`src/rtl/sram_timer_periph.sv`:
```
// Data-SRAM-port peripheral: LED register, synchronized switches and a 32-bit
// compare-match timer, answering reads with the same one-cycle latency as the data RAM.
module sram_timer_periph #(
  parameter logic [15:0] BASE_HI = 16'h1FAF,
  parameter int          LED_W   = 16,
  parameter int          SW_W    = 8
) (
  input  logic             clk,
  input  logic             rst,
  input  logic             data_sram_en,
  input  logic [3:0]       data_sram_wen,
  input  logic [31:0]      data_sram_addr,
  input  logic [31:0]      data_sram_wdata,
  output logic [31:0]      data_sram_rdata,
  output logic [LED_W-1:0] led,
  input  logic [SW_W-1:0]  sw,
  output logic             timer_int
);

  localparam logic [13:0] A_LED   = 14'd0;
  localparam logic [13:0] A_SW    = 14'd1;
  localparam logic [13:0] A_COUNT = 14'd2;
  localparam logic [13:0] A_CMP   = 14'd3;
  localparam logic [13:0] A_CTRL  = 14'd4;
  localparam logic [13:0] A_STAT  = 14'd5;

  logic [LED_W-1:0] r_led;
  logic [SW_W-1:0]  r_sw_s1, r_sw_s2;
  logic [31:0]      r_count, r_cmp, r_rdata;
  logic [2:0]       r_ctrl;
  logic             r_pend;

  logic             w_hit, w_wr, w_rd, w_match, w_w1c;
  logic [13:0]      w_sel;
  logic [31:0]      w_bmask, w_rsel;
  logic             w_unused;

  assign w_hit    = data_sram_en && (data_sram_addr[31:16] == BASE_HI);
  assign w_sel    = data_sram_addr[15:2];
  assign w_wr     = w_hit && (data_sram_wen != 4'd0);
  assign w_rd     = w_hit && (data_sram_wen == 4'd0);
  assign w_match  = r_ctrl[0] && (r_count == r_cmp);
  assign w_w1c    = w_wr && (w_sel == A_STAT) && data_sram_wen[0] && data_sram_wdata[0];
  assign w_unused = &{1'b0, data_sram_addr[1:0]};

  genvar g;
  generate
    for (g = 0; g < 4; g++) begin : g_lane
      assign w_bmask[8*g +: 8] = {8{data_sram_wen[g]}};
    end
  endgenerate

  always_comb begin
    w_rsel = '0;
    case (w_sel)
      A_LED:   w_rsel = 32'(r_led);
      A_SW:    w_rsel = 32'(r_sw_s2);
      A_COUNT: w_rsel = r_count;
      A_CMP:   w_rsel = r_cmp;
      A_CTRL:  w_rsel = {29'd0, r_ctrl};
      A_STAT:  w_rsel = {31'd0, r_pend};
      default: w_rsel = '0;
    endcase
  end

  always_ff @(posedge clk) begin
    if (rst) begin
      r_rdata <= '0;
      r_led   <= '0;
      r_sw_s1 <= '0;
      r_sw_s2 <= '0;
      r_count <= '0;
      r_cmp   <= 32'hFFFF_FFFF;
      r_ctrl  <= '0;
      r_pend  <= 1'b0;
    end else begin
      r_sw_s1 <= sw;
      r_sw_s2 <= r_sw_s1;
      r_rdata <= w_rd ? w_rsel : '0;

      if (w_wr && w_sel == A_LED)
        r_led <= (r_led & ~w_bmask[LED_W-1:0]) | (data_sram_wdata[LED_W-1:0] & w_bmask[LED_W-1:0]);

      // A CPU write to COUNT overrides the increment; match still used the old value.
      if (w_wr && w_sel == A_COUNT)
        r_count <= (r_count & ~w_bmask) | (data_sram_wdata & w_bmask);
      else if (r_ctrl[0])
        r_count <= (w_match && r_ctrl[2]) ? 32'd0 : r_count + 32'd1;

      if (w_wr && w_sel == A_CMP)
        r_cmp <= (r_cmp & ~w_bmask) | (data_sram_wdata & w_bmask);

      if (w_wr && w_sel == A_CTRL)
        r_ctrl <= (r_ctrl & ~w_bmask[2:0]) | (data_sram_wdata[2:0] & w_bmask[2:0]);

      if (w_match)
        r_pend <= 1'b1;
      else if (w_w1c)
        r_pend <= 1'b0;
    end
  end

  assign data_sram_rdata = r_rdata;
  assign led             = r_led;
  assign timer_int       = r_pend & r_ctrl[1];

endmodule
```
`config.mk`:
```
export PLATFORM = sky130hd
export DESIGN_NAME = sram_timer_periph
export DESIGN_NICKNAME = d
export VERILOG_FILES = /design/src/rtl/sram_timer_periph.sv
export SDC_FILE = /design/constraint.sdc
export NUM_CORES = 1
export LEC_CHECK = 0
export ABC_AREA = 1
export CORE_MARGIN = 1.5
export CORE_UTILIZATION = 29
export CTS_CLUSTER_DIAMETER = 50
export DETAILED_ROUTE_END_ITERATION = 6
export HOLD_SLACK_MARGIN = 0.1
export PLACE_DENSITY = 0.61
export RECOVER_POWER = 100
export SETUP_SLACK_MARGIN = 0.05
export SLEW_MARGIN = 20
export SYNTH_ARGS = -nofsm -noshare
export SYNTH_HDL_FRONTEND = slang
export SYNTH_SLANG_ARGS = --single-unit
```
`constraint.sdc`:
```
create_clock -name clk -period 2.2 [get_ports clk]
set_input_delay 0.66 -clock clk [delete_from_list [all_inputs] [get_ports clk]]
set_output_delay 0.66 -clock clk [all_outputs]
set_load 0.005 [all_outputs]
```
---- Yosys cells after proc, flatten, opt, wreduce, memory -nomap -nowiden ----
Index checks and enable logic that the tools add are counted.
storage, ports and cells
  bits in registers ....................... 132
  output and inout bits ................... 49
  logic and storage cells ................. 56
cells by class
  add/sub/neg operators ................... 1
  eq/ne operators ......................... 7
  multiplexer cells ....................... 6
  bitwise gates (word level) .............. 16
  reductions and logical operators ........ 18
operators by type and width
  operator                                                            number
  32-bit one-hot mux with 6 select lines                              1
  32-bit AND                                                          3
  32-bit two-way mux                                                  3
  32-bit bitwise OR                                                   2
  32-bit by 1-bit adder with 32-bit output (second input constant)    1
  16-bit AND                                                          2
  32-bit == test                                                      1
  32-bit NOT                                                          1
  14-bit by 2-bit == test with 1-bit output (second input constant)   2
  14-bit by 3-bit == test with 1-bit output (second input constant)   2
  16-bit by 13-bit == test with 1-bit output (second input constant)  1
  16-bit NOT                                                          1
  16-bit bitwise OR                                                   1
  14-bit by 1-bit == test with 1-bit output (second input constant)   1
  14-bit logical NOT                                                  1
  1-bit logical AND                                                   12
  3-bit AND                                                           2
  4-bit logical NOT                                                   1
  2-bit nonzero test                                                  2
  4-bit nonzero test                                                  1
  3-bit NOT                                                           1
  3-bit bitwise OR                                                    1
  1-bit two-way mux                                                   2
  2-bit OR reduction                                                  1
  2 further kinds                                                     2

---- Logic depth before layout (Yosys ltp) ----
Gate-level depths: netlist of the first run.
  depth in word-level cells ............... 8
  mapped depth ............................ 14
  gate-level depth less buffers ........... 14

---- Worst setup path before layout of the first run ----
Ideal clock, no wire load.
  path kind ............................... input-to-reg
  start point ............................. in data_sram_addr[15]
  end point ............................... reg with a tool-made name
  arrival time ............................ 1.902 ns
  data required time ...................... 2.081 ns
  path slack .............................. 0.179 ns
  cell stages on the path ................. 11
  cells stage by stage .................... nor2_1 nand3_1 nor2_2 nand2_2 clkinv_2 nand2_4 nor2_4 nand2_2 buf_2 o21ai_1 a21oi_1
RTL lines
  item             line  RTL
  start, declared  12    input logic [31:0] data_sram_addr,

==> metrics.md, run 1 <==
| Metric | Value |
|---|---|
| Cell Area, Synth | `7180 um^2` |
| Sink Count | `132` |
| Final nets | `1408` |
| Layout cells sized above 1 | `17.8%` |
| Ports | `128` |
| Vias per inst | `4.92` |
| #FFs+latches synth | `132` |
| GRT overflow | `0` |
| Drt initial violations | `768` |
| Post-route ant nets | `0` |
| P_int | `0.00438 W` |
| CTS Hold Bufs | `0` |
| Main combinational cell family by area after synthesis | `simple AND/OR/NAND/NOR gates` |
| Ys flop type | `dfxtp_1` |
| Routed via count | `8187` |
| Max Transition Viols Final | `0` |
| Simple logic cell fraction of the synthesized area | `36.5%` |
| H-tree Lvls | `4` |
| Sequential area share after synthesis | `36.8%` |
| Sw Ratio | `22.2%` |
| Hold Startpoint | `r_sw_s1[7]` |
| Cells after Synth | `1114` |
| P per Cell Area | `532 nW/um^2` |
| Number of fill cells | `2442` |
| Relative slew slack | `54.2%` |
| Comb power frac | `5.2%` |
| Async SR Flop Fraction | `0%` |
| PortBufs | `125` |
| Clk Latency, worst-skew pair | `0.42 ns` |
| WL per Instance | `15.9 um` |
| Hold Crit Class | `flop to flop` |
| Worst-path maximum fanout | `4` |
| Die X | `160 um` |
| Average cell area after synthesis | `6.45 um^2` |
| Final WS setup | `0.0728 ns` |
| Area Growth Syn to Fin | `47.4%` |
| Pre-CTS setup slack | `-0.671 ns` |
| Synthesis warning total | `0` |
| VDD IR max | `0.386 mV` |
| Largest net degree at the start of global routing | `39` |
| Initial antenna violation count | `0` |
| Number of diodes | `0` |
| First-pass GRT wire length | `40800 um` |
| Die Y | `160 um` |
| Synth Area in Adders | `0.174%` |
| RD Place Congestion | `0.931` |
| Yosys cell types | `43` |
| Crit. Startpoint | `data_sram_wen[2]` |
| DR DRC count | `0` |
| Post-synth EDFFs | `0` |
| Seq pwr share | `42.7%` |
| Synth top area share | `36.8%` |
| Initial Util | `29.5%` |
| Synth area leader | `dfxtp_1` |
| Total die area | `25700 um^2` |
| Number of global-route vias before repair | `7667` |
| Tot GR Track Use | `20.3%` |
| Period utilisation layout | `96.7%` |
| Switching pwr | `0.00125 W` |
| Crit Path Category | `input pin to flop` |
| Num rows | `57` |
| Worst slew pin tran | `0.687 ns` |
| CTS Buf Count | `17` |
| RSZ-0062 raised after global routing | `no` |
| Synth Area in Compound Gates | `14.9%` |
| Final min period | `2.13 ns` |
| HPWL after detailed placement | `20000 um` |
| Critical path data arrival time | `2.48 ns` |
| Leak Pwr | `4.97 nW` |
| Synth Area in XOR/XNOR | `1.46%` |
| Final core occ | `43.5%` |
| Clock power share | `52.0%` |
| Post-synth net total | `1194` |
| Max Clk Rate | `470 MHz` |
| Drt first pass iters | `5` |
| CTS root buffer | `clkbuf_16` |
| CTS tree | `built` |
| # Max-Cap Violations | `0` |
| Req. time, crit path | `2.56 ns` |
| Clock Skew | `0.0132 ns` |
| Final setup fails | `0` |
| CORE AREA | `24300 um^2` |
| Status | `completed` |
| Mux cell area share after synthesis | `0%` |
| Hold violation count in the final report | `0` |
| Routed WL | `26500 um` |
| Clock Tree Buf Depth | `2` |
| Startpoint types | `input pin` |
| Top cells by area, synth | `dfxtp_1 (37%), nand2_1 (15%), inv_1 (6.7%), nor2_1 (6.7%), a21oi_1 (6.7%)` |
| Crit end category | `flop` |
| Clk slew on worst S/H paths | `0.06 ns` |
[cells in the mapped netlist (3+ instances only)]
library cell,instances
xnor2_1,7
nor2_1,129
xor2_1,5
o21ai_0,42
inv_1,129
nand3_1,90
nor3_1,18
nand2_1,293
nor2_2,9
o21ai_1,6
nand3b_1,4
o22ai_1,11
a31oi_1,8
nand4_1,24
nor2_4,4
buf_6,3
inv_2,10
nand2_2,12
dfxtp_1,132
clkbuf_1,19
nor3_2,5
a21oi_1,96
buf_4,3
buf_2,15
o211ai_1,16
[cells by family (layout without fill, tap and decap cells)]
| kind of cell | count (synthesis) | after routing |
|---|---|---|
| AOI/OAI and AO/OA | 190 | 191 |
| xor gates and xnor gates | 12 | 12 |
| and+or+nand+nor | 598 | 600 |
| adders and majority gates | 1 | 1 |
| buffers and inverters | 181 | 404 |
| DFF | 132 | 132 |
[through the flow]
step | cell area [um^2] | setup TNS (ns) | instances | hold WS [ns] | power, W
global placement | 9390 | -52.01 | 1609 | 0.390 | 0.00275
finish | 10600 | 0 | 1664 | 0.401 | 0.00563
CTS | 10200 | 0 | 1649 | 0.403 | 0.00568
floorplan | 7180 | 0 | 1114 | 0.388 | 0.00254
global route | 10600 | 0 | 1664 | 0.410 | 0.00580
detailed placement | 9390 | -55.19 | 1609 | 0.395 | 0.00275
[metal layers]
layer / vias to the layer above / track usage, % / wire [um]
li1: 4051 / - / -
met1: 3762 / 26.9 / 11500
met2: 328 / 33.1 / 12400
met3: 46 / 3.23 / 1830
met4: 0 / 7.60 / 757
met5: - / 0 / 0
[layout make-up]
type | instances | area, um^2 | share of cell area [%]
Clock buffer | 22 | 494 | 4.67
Inverter | 140 | 529 | 5.00
Multi-Input combinational cell | 804 | 4120 | 38.9
Sequential cell | 132 | 2650 | 25.0
Timing Repair Buffer | 233 | 2280 | 21.6
Clock inverter | 9 | 115 | 1.09
Tap cell | 324 | 405 | 3.83
[repair_timing]
action / CTS / global route
setup endpoints to repair: 100 / 115
gates cloned: 0 / 4
gates resized for setup: 26 / 102
pin swaps: 21 / 45
buffers inserted: 9 / 12
[power groups by stage]
stage	Sequential, W	Clock [W]	Combinational [W]
finish	0.00241	0.00293	0.000295
global route	0.00241	0.00307	0.000319
CTS	0.00241	0.00298	0.000291
detailed placement	0.00246	0	0.000289
global placement	0.00246	0	0.000289
floorplan	0.00246	0	0.0000808
[worst max-delay path, cell delays in order]
cell and delay [ns]:
clkdlybuf4s50_1 0.62, nor3_2 0.08, buf_4 0.15, nor3_4 0.25, nand2_4 0.11, clkbuf_2 0.17
nor2_4 0.10, buf_6 0.13, a21oi_2 0.05, a21oi_1 0.15
[cells in the final DEF (no fill, tap or decap), drive strengths merged, types with 2 or more instances in the layout]
cell type / instances
nand2: 308
nor2: 142
xor2: 5
o221ai: 2
xnor2: 7
nand3b: 4
nand4: 24
a221oi: 2
o22ai: 11
dlymetal6s2s: 28
nor3: 24
clkinvlp: 2
nor4: 3
a21oi: 96
dlygate4sd2: 4
clkdlybuf4s50: 44
buf: 96
dlygate4sd3: 49
o211ai: 16
a211oi: 2
a31oi: 8
o21ai: 52
clkbuf: 34
inv: 143
bufinv: 2
dfxtp: 132
clkinv: 2
nand3: 92
[worst paths after layout]
check	slack [ns]	end	depth (start not counted)
worst max-delay path	0.07	flop	10
worst min-delay path	0.40	r_sw_s2[7]	2
worst max register to register	0.22	flop	13
worst min register to register	0.40	r_sw_s2[7]	2
No activity file was read; power rests on OpenSTA's default activity.
==> run 2, diff against run 1 <==
--- a/config.mk
+++ b/config.mk
@@ -8,9 +8,10 @@
 export ABC_AREA = 1
 export CORE_MARGIN = 1.5
-export CORE_UTILIZATION = 29
+export CORE_UTILIZATION = 45
 export CTS_CLUSTER_DIAMETER = 50
 export DETAILED_ROUTE_END_ITERATION = 6
+export DONT_BUFFER_PORTS = 1
 export HOLD_SLACK_MARGIN = 0.1
-export PLACE_DENSITY = 0.61
+export PLACE_DENSITY = 0.72
 export RECOVER_POWER = 100
 export SETUP_SLACK_MARGIN = 0.05
==> constraint.sdc (replaced) <==
create_clock -name clk -period 2.2 [get_ports clk]
set_input_delay 0.44 -clock clk [delete_from_list [all_inputs] [get_ports clk]]
set_output_delay 0.44 -clock clk [all_outputs]
set_load 0.005 [all_outputs]
==> run 2 against run 1 <==
Effect of this change: clock skew barely moved; register-to-register slack got worse by 0.06 ns; final cell count fell by 17%.
==> metrics.md, run 2 (synthesized netlist as in run 1, its figures left out) <==
| Metric | Value |
|---|---|
| Largest net degree at the start of global routing | `76 (+95%)` |
| Max Clk Rate | `491 MHz (+4.4%)` |
| PortBufs | `0 (-100%)` |
| Clock Tree Buf Depth | `2 (unchanged)` |
| Drt first pass iters | `6 (+1)` |
| RD Place Congestion | `0.983 (+5.6%)` |
| Crit path buf inv count | `1 (-3)` |
| Final setup fails | `0 (unchanged)` |
| CORE AREA | `15700 um^2 (-35%)` |
| Critical Path Slowest Stage Cell | `dfxtp_1` |
| Drt initial violations | `920 (+20%)` |
| CP most frequent cell | `nand2_1` |
| Ports | `128 (unchanged)` |
| Crit end category | `flop` |
| DP Area | `7690 um^2 (-18%)` |
| # Max-Cap Violations | `0 (unchanged)` |
| CTS tree | `built` |
| GRT overflow | `0 (unchanged)` |
| Relative slew slack | `39.7% (-15 points)` |
| Clock Skew | `0.0127 ns (-0.000426 ns)` |
| Post-route ant nets | `0 (unchanged)` |
| Clk Latency, worst-skew pair | `0.44 ns (+0.02 ns)` |
| Startpoint types | `flop` |
| Req. time, crit path | `2.56 ns (about the same)` |
| Hold depth | `2 (unchanged)` |
| CTS root buffer | `clkbuf_16` |
| Hold Crit Class | `input pin to flop` |
| Tot GR Track Use | `31.4% (+11 points)` |
| DR DRC count | `0 (unchanged)` |
| Initial antenna violation count | `0 (unchanged)` |
| Routed via count | `7707 (-5.9%)` |
| Sink Count | `132 (unchanged)` |
| Number of global-route vias before repair | `7007 (-8.6%)` |
| Max Transition Viols Final | `0 (unchanged)` |
| Final nets | `1230 (-13%)` |
| Final min period | `2.04 ns (-0.0897 ns)` |
| Die Y | `129 um (-19%)` |
| Clk slew on worst S/H paths | `0.06 ns (about the same)` |
| VDD IR max | `0.531 mV (+38%)` |
| Crit path largest cell delay | `0.33 ns (-0.29 ns)` |
| FF-to-FF path depth | `11 (-2)` |
| Worst slew pin tran | `0.897 ns (+0.209 ns)` |
| RSZ-0062 raised after global routing | `no` |
| Crit Path Category | `flop to flop` |
| Worst reg2reg setup slack | `0.16 ns (-0.06 ns)` |
| Leak Pwr | `3.69 nW (-26%)` |
| Number of diodes | `0 (unchanged)` |
| Total die area | `16700 um^2 (-35%)` |
| Most frequent cells in the layout | `nand2_1 (297), nor2_1 (134), dfxtp_1 (131)` |
| WL per Instance | `18.6 um (+16%)` |
| Vias per inst | `5.59 (+14%)` |
| Worst-path maximum fanout | `4 (unchanged)` |
| TNS Setup | `0 ns (unchanged)` |
| H-tree Lvls | `4 (unchanged)` |
| Layout cells sized above 1 | `10.8% (-7.0 points)` |
| Critical path data arrival time | `2.40 ns (-0.08 ns)` |
| P per Cell Area | `677 nW/um^2 (+27%)` |
| Initial Util | `45.7% (+16 points)` |
| Family with the most delay on the worst path | `simple AND/OR/NAND/NOR gates` |
| Area Growth Syn to Fin | `15.8%` |
| Hold violation count in the final report | `0 (unchanged)` |
| CTS Buf Count | `17 (unchanged)` |
| Post-CTS setup buffer count | `0 (-9)` |
| Status | `completed` |
| First-pass GRT wire length | `39000 um (-4.4%)` |
| Design Area, Final | `8320 um^2 (-21%)` |
| Die X | `129 um (-19%)` |
| Routed WL | `25600 um (-3.5%)` |
| Critical path depth | `11 (+1)` |
| HPWL after detailed placement | `19300 um (-3.8%)` |
| Worst-path cell chain | `ha_1 > nand2_1 > nor2_1 > nand2_1 > nor2_2 > inv_1 > nor2_2 > nand2_1 > a21oi_1 > nand3_1 > a21oi_1` |
| Period utilisation layout | `92.6% (-4.1 points)` |
| Most common cell after layout, fill and taps aside | `nand2_1` |
| Num rows | `46 (-19%)` |
## run 2: changes by cell type in the layout (fill, tap and decap cells not counted), moves of 11 or more
cell,delta
nand2_1,+11
clkdlybuf4s50_1,-44
dlymetal6s2s_1,-28
a21oi_2,-15
dlygate4sd3_1,-45
buf_4,-33
nor2_1,+17
a21oi_1,+15
## run 2: what timing repair did
item | 4_1_cts | 5_1_grt
setup endpoints to repair | 0 | 11
hold buffers | 4 | 0
gates resized for setup | 0 | 3
hold endpoints to repair | 20 | 0
## run 2: final cells by class
| cell class | count | area (um^2) |
|---|---|---|
| Multi-Input combinational cell | 801 | 3770 |
| Fill cell | 1579 | 7400 |
| Sequential cell | 132 | 2640 |
| Clock inverter | 13 | 194 |
| Clock buffer | 19 | 443 |
| Tap cell | 216 | 270 |
| Inverter | 140 | 527 |
| Timing Repair Buffer | 58 | 465 |
## run 2: stage by stage
| stage | std cells | hold slack, ns | total power, W | util [%] | setup slack, ns |
|---|---|---|---|---|---|
| 5_1_grt | 1379 | 0.111 | 0.00577 | 52.9 | 0.0479 |
| 4_1_cts | 1379 | 0.100 | 0.00564 | 53.2 | 0.140 |
| 3_5_place_dp | 1343 | 0.393 | 0.00254 | 48.9 | 0.128 |
| 2_1_floorplan | 1114 | 0.388 | 0.00254 | - | 0.399 |
| 6_report | 1379 | 0.104 | 0.00563 | 52.9 | 0.162 |
| 3_3_place_gp | 1343 | 0.389 | 0.00254 | 48.9 | 0.176 |
## run 2: layer usage
metal  up-vias  track usage [%]  routed length (um)
li1       3692                -                   -
met1      3555             44.8               11300
met4         0             12.4                 706
met3        49             6.98                2730
met5         -                0                   0
met2       411             45.7               10800
## run 2: final timing paths
| path | start | to |
|---|---|---|
| worst min-delay path | sw[6] | r_sw_s1[6] |
| worst min register to register | r_sw_s1[1] | r_sw_s2[1] |
| worst max register to register | flop | flop |
| worst max-delay path | flop | flop |
## run 2: where the power goes
part	leakage (nW)	internal, W	total, W	switching, W
clock network	0.310	0.00195	0.00313	0.00118
registers	1.07	0.00240	0.00241	0.00000352
logic	2.31	0.0000277	0.0000957	0.0000680
total	3.69	0.00438	0.00563	0.00125
==> run 3, diff against run 2 <==
Clock period 2.2 ns to 2.3 ns, I/O delays scaled along.
==> run 3 against run 2 <==
Effect of this change: power down 3.7%; worst hold slack improved by 0.0016 ns; wire length is 0.20% higher.
==> metrics.md, run 3 (synthesized netlist as in run 1, its figures left out) <==
| Metric | Value |
|---|---|
| Status | `completed` |
| Final setup fails | `0 (unchanged)` |
| CTS tree | `built` |
| Number of fill cells | `1574 (-0.32%)` |
| CTS Buf Count | `17 (unchanged)` |
| Die X | `129 um (unchanged)` |
| Vias per inst | `5.64 (+0.85%)` |
| DR DRC count | `0 (unchanged)` |
| Clk slew on worst S/H paths | `0.06 ns (about the same)` |
| Pre-CTS setup slack | `0.160 ns (+0.0316 ns)` |
| Critical Path Slowest Stage Cell | `nor3_1` |
| Worst slew pin tran | `0.927 ns (+0.0306 ns)` |
| Family with the most delay on the worst path | `simple AND/OR/NAND/NOR gates` |
| Req. time, crit path | `2.65 ns (+0.09 ns)` |
| First-pass GRT wire length | `38800 um (-0.49%)` |
| # Max-Cap Violations | `0 (unchanged)` |
| Worst reg2reg setup slack | `0.18 ns (about the same)` |
| Most common cell after layout, fill and taps aside | `nand2_1` |
| Max Transition Viols Final | `0 (unchanged)` |
| Crit Path Category | `flop to flop` |
| TNS Setup | `0 ns (unchanged)` |
| Max Clk Rate | `471 MHz (-4.1%)` |
| Layout cells sized above 1 | `10.9% (+0.094 points)` |
| Most frequent cells in the layout | `nand2_1 (293), nor2_1 (132), dfxtp_1 (131)` |
| CORE AREA | `15700 um^2 (unchanged)` |
| Final nets | `1221 (-0.73%)` |
| VDD IR max | `0.529 mV (-0.46%)` |
| Initial Util | `45.7% (unchanged)` |
| Hold depth | `1 (-1)` |
| Drt initial violations | `978 (+6.3%)` |
| H-tree Lvls | `4 (unchanged)` |
| Total power | `0.00542 W (-3.7%)` |
| Post-route ant nets | `0 (unchanged)` |
| Period utilisation layout | `92.3% (-0.27 points)` |
| Hold path endpoint | `r_sw_s1[7]` |
| Final WS setup | `0.176 ns (+0.0136 ns)` |
| Drt first pass iters | `7 (+1)` |
| Initial antenna violation count | `0 (unchanged)` |
| Clk Latency, worst-skew pair | `0.43 ns (about the same)` |
| Ports | `128 (unchanged)` |
| Die Y | `129 um (unchanged)` |
| Final min period | `2.12 ns (+0.0864 ns)` |
| Num rows | `46 (unchanged)` |
| Crit path largest cell delay | `0.48 ns (+0.15 ns)` |
| Hold violation count in the final report | `0 (unchanged)` |
| Routed via count | `7716 (+0.12%)` |
| Worst-path maximum fanout | `8 (+4)` |
| Leak Pwr | `3.66 nW (-0.80%)` |
| Sink Count | `132 (unchanged)` |
| WL per Instance | `18.7 um (+0.94%)` |
| RSZ-0062 raised after global routing | `no` |
| HPWL after detailed placement | `19400 um (+0.46%)` |
| Critical path data arrival time | `2.48 ns (+0.08 ns)` |
| GRT overflow | `0 (unchanged)` |
| Largest net degree at the start of global routing | `76 (unchanged)` |
| Worst-path cell chain | `inv_1 > nor3_1 > nand2_1 > nor2_4 > nand2_1 > a21oi_1 > nand3_1 > a21oi_1` |
| Crit end category | `flop` |
| Number of diodes | `0 (unchanged)` |
| FF-to-FF path depth | `8 (-3)` |
| Sequential standard cell area | `2640 um^2 (unchanged)` |
| P per Cell Area | `653 nW/um^2 (-3.6%)` |
| Total die area | `16700 um^2 (unchanged)` |
| Relative slew slack | `37.6% (-2.1 points)` |
| RD Place Congestion | `1.03 (+4.3%)` |
| Routed WL | `25700 um (+0.20%)` |
| Hold Crit Class | `input pin to flop` |
| Startpoint types | `flop` |
| Post-CTS setup buffer count | `0 (unchanged)` |
| Met1 Routed Length | `11400 um (+0.85%)` |
| Multi-input logic area | `3800 um^2 (+0.66%)` |
| PortBufs | `0 (unchanged)` |
| Met3 WL | `2600 um (-4.8%)` |
| Clock Tree Buf Depth | `2 (unchanged)` |
| Tot GR Track Use | `31.0% (-0.37 points)` |
| Crit path buf inv count | `1 (unchanged)` |
| CTS root buffer | `clkbuf_16` |
| Area Growth Syn to Fin | `15.7% (about the same)` |
| Number of global-route vias before repair | `6838 (-2.4%)` |
| Highest metal layer with signal wires | `met4` |
| Hold Startpoint | `rst` |
| Clock Skew | `0.0114 ns (-0.00133 ns)` |
| Routed length on met2 | `11000 um (+1.7%)` |
-- run 3: changes by cell type in the layout (fill, tap and decap cells not counted), sizes merged --
cell / delta
clkbuf: -2
buf: -4
inv: -5
dlygate4sd3: -2
clkinvlp: +2
bufinv: +1
-- run 3: per-layer routing --
| layer | up-vias | track usage (%) |
|---|---|---|
| met2 | 444 | 46.1 |
| met4 | 0 | 10.7 |
| met5 | - | 0 |
| met1 | 3555 | 44.5 |
| li1 | 3670 | - |
| met3 | 47 | 6.32 |
-- run 3: worst max-delay path by stage --
| stage | start | end | depth (start not counted) | slack, ns |
|---|---|---|---|---|
| after global routing | flop | flop | 12 | 0.05 |
| after detailed placement | data_sram_addr[17] | flop | 10 | 0.16 |
| after CTS | flop | flop | 11 | 0.15 |
| after floorplan | data_sram_addr[15] | flop | 11 | 0.48 |
| after global placement | data_sram_addr[15] | flop | 10 | 0.18 |
| final | flop | flop | 8 | 0.18 |
-- run 3: layout make-up --
type                       instances  share of cell area [%]
clock buffer                      20                    5.50
tap                              216                    3.25
multi-input combinational        801                    45.7
timing repair buffer              49                    4.98
sequential                       132                    31.8
inverter                         140                    6.34
clock inverter                    11                    2.39
-- run 3: power by group --
part           internal, W  switching [W]
clock network      0.00198        0.00105
registers          0.00230     0.00000382
logic            0.0000244      0.0000637
total              0.00430        0.00112
-- run 3: timing repair --
item / CTS / global route
resized for setup: 0 / 5
setup endpoints to repair: 0 / 6
hold buffers: 2 / 0
endpoints found under the hold margin: 14 / 0
-- run 3: per-stage QoR --
| stage | area, um^2 | std cells | hold slack [ns] | utilization [%] |
|---|---|---|---|---|
| finish | 8310 | 1369 | 0.106 | 52.9 |
| detailed placement | 7650 | 1336 | 0.396 | 48.7 |
| global route | 8310 | 1369 | 0.105 | 52.9 |
| CTS | 8330 | 1369 | 0.107 | 53.0 |
| global placement | 7650 | 1336 | 0.389 | 48.7 |
| floorplan | 7180 | 1114 | 0.388 | - |
